### config.mk
export PLATFORM = sky130hd
export DESIGN_NAME = ip_checksum_stream
export DESIGN_NICKNAME = d
export VERILOG_FILES = /design/src/rtl/ip_csum_pkg.sv /design/src/rtl/csum_res_fifo.sv /design/src/rtl/ip_checksum_stream.sv
export SDC_FILE = /design/constraint.sdc
export NUM_CORES = 1
export LEC_CHECK = 0
export ABC_AREA = 1
export BUFFER_PORTS_ARGS = -buffer_cell sky130_fd_sc_hd__buf_4
export CAP_MARGIN = 20
export CORE_AREA = 2 2 160 162
export CTS_CLUSTER_DIAMETER = 100
export DETAILED_ROUTE_END_ITERATION = 8
export DIE_AREA = 0 0 162 164
export PLACE_DENSITY_LB_ADDON = 0.08
export REMOVE_ABC_BUFFERS = 1
export SYNTH_ARGS = -nofsm -noshare
export SYNTH_HDL_FRONTEND = slang
export SYNTH_SLANG_ARGS = --single-unit
### constraint.sdc
create_clock -name clk -period 22.7 [get_ports clk]
set_clock_uncertainty 0.2 [all_clocks]
set_input_delay 5.675 -clock clk [delete_from_list [all_inputs] [get_ports clk]]
set_output_delay 5.675 -clock clk [all_outputs]
set_load 0.005 [all_outputs]
### src/rtl/ip_csum_pkg.sv
// rtl/ip_csum_pkg.sv - shared types and helpers for the streaming ones'-complement checksum engine
package ip_csum_pkg;

    localparam int          DEF_DATA_W = 64;
    localparam int          LANES      = DEF_DATA_W / 16;
    localparam logic [15:0] CSUM_OK    = 16'hFFFF;

    typedef struct packed {
        logic [15:0] csum;
        logic        ok;
    } csum_res_t;

    // Two end-around folds are enough to bring any 32-bit sum into 16 bits.
    function automatic logic [15:0] fold16(input logic [31:0] x);
        logic [16:0] s;
        s = {1'b0, x[15:0]} + {1'b0, x[31:16]};
        return s[15:0] + {15'b0, s[16]};
    endfunction

endpackage

### src/rtl/csum_res_fifo.sv
// rtl/csum_res_fifo.sv - first-word-fall-through result FIFO with occupancy count
module csum_res_fifo
    import ip_csum_pkg::*;
#(
    parameter int DEPTH = 4
) (
    input  logic                       clk,
    input  logic                       rst_n,
    input  logic                       push,
    input  csum_res_t                  push_data,
    input  logic                       pop,
    output csum_res_t                  head,
    output logic                       head_valid,
    output logic [$clog2(DEPTH):0]     count
);

    localparam int AW = $clog2(DEPTH);

    csum_res_t         mem_q [DEPTH];
    logic [AW-1:0]     wr_ptr_q, wr_ptr_d;
    logic [AW-1:0]     rd_ptr_q, rd_ptr_d;
    logic [AW:0]       count_q, count_d;
    logic              do_push, do_pop;

    always_comb begin
        do_push  = push && (count_q != (AW+1)'(DEPTH));
        do_pop   = pop && (count_q != '0);
        wr_ptr_d = wr_ptr_q;
        rd_ptr_d = rd_ptr_q;
        count_d  = count_q;
        if (do_push) begin
            wr_ptr_d = wr_ptr_q + 1'b1;
        end
        if (do_pop) begin
            rd_ptr_d = rd_ptr_q + 1'b1;
        end
        if (do_push && !do_pop) begin
            count_d = count_q + 1'b1;
        end else if (!do_push && do_pop) begin
            count_d = count_q - 1'b1;
        end
    end

    always_ff @(posedge clk) begin
        if (!rst_n) begin
            wr_ptr_q <= '0;
            rd_ptr_q <= '0;
            count_q  <= '0;
        end else begin
            wr_ptr_q <= wr_ptr_d;
            rd_ptr_q <= rd_ptr_d;
            count_q  <= count_d;
        end
    end

    always_ff @(posedge clk) begin
        if (do_push) begin
            mem_q[wr_ptr_q] <= push_data;
        end
    end

    // Head reads as zero while empty so the outputs are defined out of reset.
    assign head_valid = (count_q != '0);
    assign head       = head_valid ? mem_q[rd_ptr_q] : '0;
    assign count      = count_q;

endmodule

### src/rtl/ip_checksum_stream.sv
// rtl/ip_checksum_stream.sv - streaming RFC 1071 checksum: beat sum, accumulate, result FIFO
module ip_checksum_stream
    import ip_csum_pkg::*;
#(
    parameter int DATA_W    = 16 * LANES,
    parameter int RES_DEPTH = 4
) (
    input  logic                  clk,
    input  logic                  rst_n,
    input  logic                  s_valid,
    output logic                  s_ready,
    input  logic [DATA_W-1:0]     s_data,
    input  logic [DATA_W/8-1:0]   s_keep,
    input  logic                  s_last,
    input  logic [15:0]           s_seed,
    output logic                  m_valid,
    input  logic                  m_ready,
    output logic [15:0]           m_csum,
    output logic                  m_ok
);

    localparam int NL = DATA_W / 16;
    localparam int KW = DATA_W / 8;
    localparam int CW = $clog2(RES_DEPTH) + 1;

    logic              accept;
    logic [DATA_W-1:0] masked;
    logic [31:0]       lane_sum;

    logic              sop_q, sop_d;
    logic              a_valid_q, a_valid_d;
    logic              a_last_q, a_last_d;
    logic              a_sop_q, a_sop_d;
    logic [15:0]       a_seed_q, a_seed_d;
    logic [15:0]       a_sum_q, a_sum_d;

    logic              b_valid_q, b_valid_d;
    logic              b_last_q, b_last_d;
    logic [15:0]       acc_q, acc_d;
    logic [15:0]       base;

    csum_res_t         push_res;
    csum_res_t         head;
    logic              push;
    logic [CW-1:0]     fifo_count;
    logic [CW:0]       occupancy;

    always_comb begin
        masked   = '0;
        lane_sum = '0;
        for (int i = 0; i < KW; i++) begin
            masked[i*8 +: 8] = s_keep[i] ? s_data[i*8 +: 8] : 8'h00;
        end
        for (int l = 0; l < NL; l++) begin
            lane_sum = lane_sum + {16'h0, masked[l*16 +: 16]};
        end
    end

    // Every last beat still in A or B already owns a FIFO slot; non-last beats are gated too.
    always_comb begin
        occupancy = {1'b0, fifo_count}
                  + (CW+1)'(a_valid_q & a_last_q)
                  + (CW+1)'(b_valid_q & b_last_q);
        s_ready   = rst_n && (occupancy < (CW+1)'(RES_DEPTH));
        accept    = s_valid && s_ready;
    end

    always_comb begin
        sop_d     = sop_q;
        a_valid_d = accept;
        a_last_d  = a_last_q;
        a_sop_d   = a_sop_q;
        a_seed_d  = a_seed_q;
        a_sum_d   = a_sum_q;
        if (accept) begin
            a_last_d = s_last;
            a_sop_d  = sop_q;
            a_seed_d = s_seed;
            a_sum_d  = fold16(lane_sum);
            sop_d    = s_last;
        end
    end

    always_comb begin
        b_valid_d = a_valid_q;
        b_last_d  = a_last_q;
        base      = a_sop_q ? a_seed_q : acc_q;
        acc_d     = acc_q;
        if (a_valid_q) begin
            acc_d = fold16({16'h0, base} + {16'h0, a_sum_q});
        end
    end

    always_ff @(posedge clk) begin
        if (!rst_n) begin
            sop_q     <= 1'b1;
            a_valid_q <= 1'b0;
            a_last_q  <= 1'b0;
            a_sop_q   <= 1'b0;
            a_seed_q  <= '0;
            a_sum_q   <= '0;
            b_valid_q <= 1'b0;
            b_last_q  <= 1'b0;
            acc_q     <= '0;
        end else begin
            sop_q     <= sop_d;
            a_valid_q <= a_valid_d;
            a_last_q  <= a_last_d;
            a_sop_q   <= a_sop_d;
            a_seed_q  <= a_seed_d;
            a_sum_q   <= a_sum_d;
            b_valid_q <= b_valid_d;
            b_last_q  <= b_last_d;
            acc_q     <= acc_d;
        end
    end

    always_comb begin
        push          = b_valid_q && b_last_q;
        push_res.csum = ~acc_q;
        push_res.ok   = (acc_q == CSUM_OK);
    end

    csum_res_fifo #(
        .DEPTH (RES_DEPTH)
    ) u_res_fifo (
        .clk        (clk),
        .rst_n      (rst_n),
        .push       (push),
        .push_data  (push_res),
        .pop        (m_ready),
        .head       (head),
        .head_valid (m_valid),
        .count      (fifo_count)
    );

    assign m_csum = head.csum;
    assign m_ok   = head.ok;

endmodule
Word-level counts from Yosys, hierarchy flattened
Memory sizes are Yosys's and may differ from the RTL's. A register that Yosys moved wholly into a read port is not among the register bits. Cells that the tools add are included.

$add $sub $neg: 14. Order comparisons: 1. Equal/unequal tests: 2. Muxes and demuxes: 16. Bitwise logic cells: 3. Reduce and logical (&&, ||, !) cells: 11.

Operators with widths (number): $mux 8 (8); $add 16x16->17 (2); $add 16x1->16 (2); $add 18x16->19 (1); $add 17x16->18 (1); $add 16x1->17 (1); $add 16x3->17 (1); $mux 17 (1); $eq 16x16->1 const B (1); $mux 16 (1); $not 16->16 (1); $logic_and 1x1->1 (7); $mux 3 (2); $add 2x1->2 const B (2); $add 3x1->4 (1); $add 4x1->4 (1); $lt 4x3->1 const B (1); $mux 2 (2); $add 3x1->3 const B (1); $ne 3x3->1 const B (1); $reduce_bool 3->1 (1); $sub 3x1->3 const B (1); $and 1x1->1 (2); $logic_not 1->1 (2); 2 further kinds (3).

Bits in registers: 61. Memory bits (writable): 68. Output and inout port bits: 19. Word-level logic and storage cells: 60. Memories: 1.

Memory list: u_res_fifo.mem_q (depth 4, width 17, rd ports 1, clocked after memory_dff 1, write ports 1, RTL line csum_res_fifo.sv:19) `csum_res_t mem_q [DEPTH];`.

Depth between registers and ports, before layout
Word-level depth: 6. Gate-level depth with buffers: 49. Mapped depth without buffers: 47.

Cells and area by module
A second synthesis with hierarchy kept.

Cells, all modules: 1429. Area total of the unflattened synthesis: 10095.9 µm².

By module, submodules not included: ip_checksum_stream (instances 1, cells an instance 1160, area each 6949.2 µm², seq. area each 1081.0 µm²); csum_res_fifo (instances 1, cells an instance 269, area each 3146.8 µm², seq. area each 2222.1 µm²).

Worst setup path after synthesis
OpenSTA, ideal clock, no wires.

Path type: in2out. From: in rst_n. To: out s_ready. Arrival time: 5.967 ns. Required time: 16.825 ns. Slack: 10.858 ns. Cell stages on the path: 2. Buffers on the path: 0. Cells stage by stage: inv_1 -> a211oi_1.

Longest elaborated chain between the ends: 1.

RTL lines: from (decl) (RTL line ip_checksum_stream.sv:9) `input logic rst_n,`; $logic_and 1x1->1 (RTL line ip_checksum_stream.sv:64) `s_ready = rst_n && (occupancy < (CW+1)'(RES_DEPTH));`; to (decl) (RTL line ip_checksum_stream.sv:11) `output logic s_ready,`.

Every way passes these cells.

Worst setup path in the final report
Ends and elaborated chain as after synthesis.

==> flow_metrics.tcl <==
set metrics [dict create \
    status "finished, final reports clean" \
    firstDrtPassIters 5 \
    yosys_most_used_dff "edfxtp_1" \
    yosysTopAreaCell "edfxtp_1" \
    grt_setup_unrepaired "false" \
    start_util_pct 39.4 \
    async_flop_share_pct 0 \
    drcViolationCount 0 \
    avgSynthCellArea_um2 7.06 \
    cts_max_level 4 \
    cts_resized 0 \
    antenna_found_initial 0 \
    required_ps 16830 \
    ios 112 \
    grt.met2_usage_pct 33.2 \
    cts.path.max_buffers 2 \
    timing.final.hold_violations 0 \
    max-vdd-ir-drop_uv 53.1 \
    die-area_mm2 0.0266 \
    first_iter_violations 453 \
    netlist_instances 1385 \
    slew_headroom_pct 30.7 \
    p_leak_nw 5.79 \
    p_per_area_mw_per_mm2 83.4 \
    whs_path_depth 2 \
    setup_tns_ps 0 \
    endpoint_kind "primary output" \
    syn_to_final_growth_pct 18.2 \
    grt_pass1_vias 8303 \
    seqCellArea_mm2 0.00330 \
    finalCritPeriodShare_pct 55.9 \
    multi_input_area_mm2 0.00535 \
    finalCriticalPeriod_ps 12690 \
    finalSetupViolCount 0 \
    gp_congestion 0.871 \
    cts_tree "built" \
    synth_seq_area_share_pct 33.8 \
    setup.worst_path.start "rst_n" \
    max_freq_ghz 0.0788 \
    use_met3_pct 2.50 \
    critPathLaunchType "primary input" \
    hpwlAfterDp_mm 18.6 \
    routed_via_density 4.74 \
    die_h_um 164 \
    diodes 0 \
    ys_types 36 \
    root_buffer "clkbuf_16" \
    fin_nets 1656 \
    io_buffers 111 \
    grt-busiest-layer "met2" \
    wl_per_cell_um 13.1 \
    clkLatencyLatePin_ps 420 \
    tightest_slew_ps 1040 \
    fillers 2607 \
    yosys-top-cells-area "edfxtp_1, nand2_1, dfxtp_1" \
    vias 8644 \
    synth_area_mm2 0.00978 \
    r2r_start "a_sop_q$_SDFFE_PN0P_" \
    path_clk_slew_ps 60 \
    fin_util_pct 46.6 \
    cts_made_buffers 17 \
    synth.top_cell.area_share_pct 20.9 \
    synth_edf_count 68 \
    yosysWarnings 0 \
    drtAntennaViolNets 0 \
    cp.arrival_ps 6810 \
    maxCapViolations 0 \
    grt_util_all_layers_pct 19.0 \
    cts_setup_buffers 0 \
    report.final.slew_viol_count 0 \
    final_common_cell "nand2_1" \
    drt_wl_total_mm 23.9 \
    holdBufCountCts 0 \
    crit_fanout 31 \
    coreArea_mm2 0.0248 \
    crit_path_end "s_ready" \
    rows 58 \
    cts_sinks 131 \
    r2r_slack_ps 16100 \
    grt_pass1_wl_mm 40.3 \
    layout_common_cells "nand2_1, inv_1, nor2_1" \
    grt_use_met1_pct 25.0 \
    grt_overflow 0 \
    fp.dieW_um 162 \
    critPathKind "primary input to primary output" \
    worstReg2RegEnd "acc_q[15]$_SDFFE_PN0P_" \
    worst_hold_path_type "flop to flop" \
    reg2reg_depth 36 \
    drive_gt1_share_pct 14.4 \
    synth-seq-cells 131 \
    grt_max_degree 36 \
]
-- worst max-delay path: stages --
cell	delay, ps
buf_4	320
inv_1	70
buf_4	240
a211oi_1	290
buf_4	180
-- per-stage QoR --
stage	total power [mW]	std cells	hold WS (ps)	area (um2)	setup slack, ps
3_5_place_dp	0.678	1792	253	10900	10040
6_report	0.964	1824	261	11600	10010
4_1_cts	0.974	1824	264	11600	10030
2_1_floorplan	0.548	1347	223	9630	10570
3_3_place_gp	0.674	1792	252	10900	10030
5_1_grt	1.04	1824	274	11600	9920
-- Yosys cell counts (7+ instances only) --
cell / n
ha_1: 47
nand2_1: 359
fa_1: 35
edfxtp_1: 68
nor2_2: 16
xnor2_1: 10
nor2_1: 127
clkbuf_1: 35
dfxtp_1: 63
nand3_1: 71
a21oi_1: 86
inv_2: 8
xor2_1: 16
nand2_2: 26
inv_1: 255
o21ai_0: 96
o21bai_1: 7
nand4_1: 19
nand3_2: 7
-- worst min-delay path by stage --
stage | start | endpoint | slack [ps]
after floorplan | a_last_q$_SDFFE_PN0P_ | b_last_q$_SDFF_PN0_ | 220
after global placement | a_last_q$_SDFFE_PN0P_ | b_last_q$_SDFF_PN0_ | 250
after detailed placement | a_last_q$_SDFFE_PN0P_ | b_last_q$_SDFF_PN0_ | 250
after CTS | a_last_q$_SDFFE_PN0P_ | b_last_q$_SDFF_PN0_ | 260
after global routing | a_seed_q[12]$_SDFFE_PN0P_ | a_seed_q[12]$_SDFFE_PN0P_ | 270
final | a_last_q$_SDFFE_PN0P_ | b_last_q$_SDFF_PN0_ | 260
-- state kept, by name, summed over array words and instances (netlist names), named ones only --
register	cells
b_last_q	1
a_sop_q	1
a_seed_q	16
a_last_q	1
b_valid_q	1
u_res_fifo.rd_ptr_q	2
a_valid_q	1
u_res_fifo.mem_q	68
u_res_fifo.wr_ptr_q	2
a_sum_q	16
acc_q	16
sop_q	1
u_res_fifo.count	3
-- power breakdown --
part | total, mW | internal, mW | switching, mW
sequential | 0.284 | 0.268 | 0.0157
combinational | 0.386 | 0.142 | 0.244
clock | 0.294 | 0.179 | 0.116
total | 0.964 | 0.588 | 0.376
-- cell type report --
cell class                 instances  area share (%)
timing repair buffer             115            7.47
inverter                         265            8.61
clock inverter                    15            1.83
multi-input combinational        951            46.3
tap                              330            3.57
clock buffer                      17            3.68
sequential                       131            28.6
-- cells by family (layout without fill, tap and decap cells) --
kind of cell	after synthesis	in the layout	share of synthesized area [%]
AOI/OAI and AO/OA	205	205	11.0
xor gates and xnor gates	26	26	2.33
adders and majority gates	82	82	13.2
buffers and inverters	303	412	11.7
DFF	131	131	33.8
and+or+nand+nor	638	638	28.1
-- metal layers --
layer / vias up / wire length [um]
li1: 4531 / -
met1: 3946 / 11500
met2: 150 / 11400
met3: 17 / 783
met4: 0 / 212
met5: - / 0
Note: power is estimated with default switching activity, not from simulation.
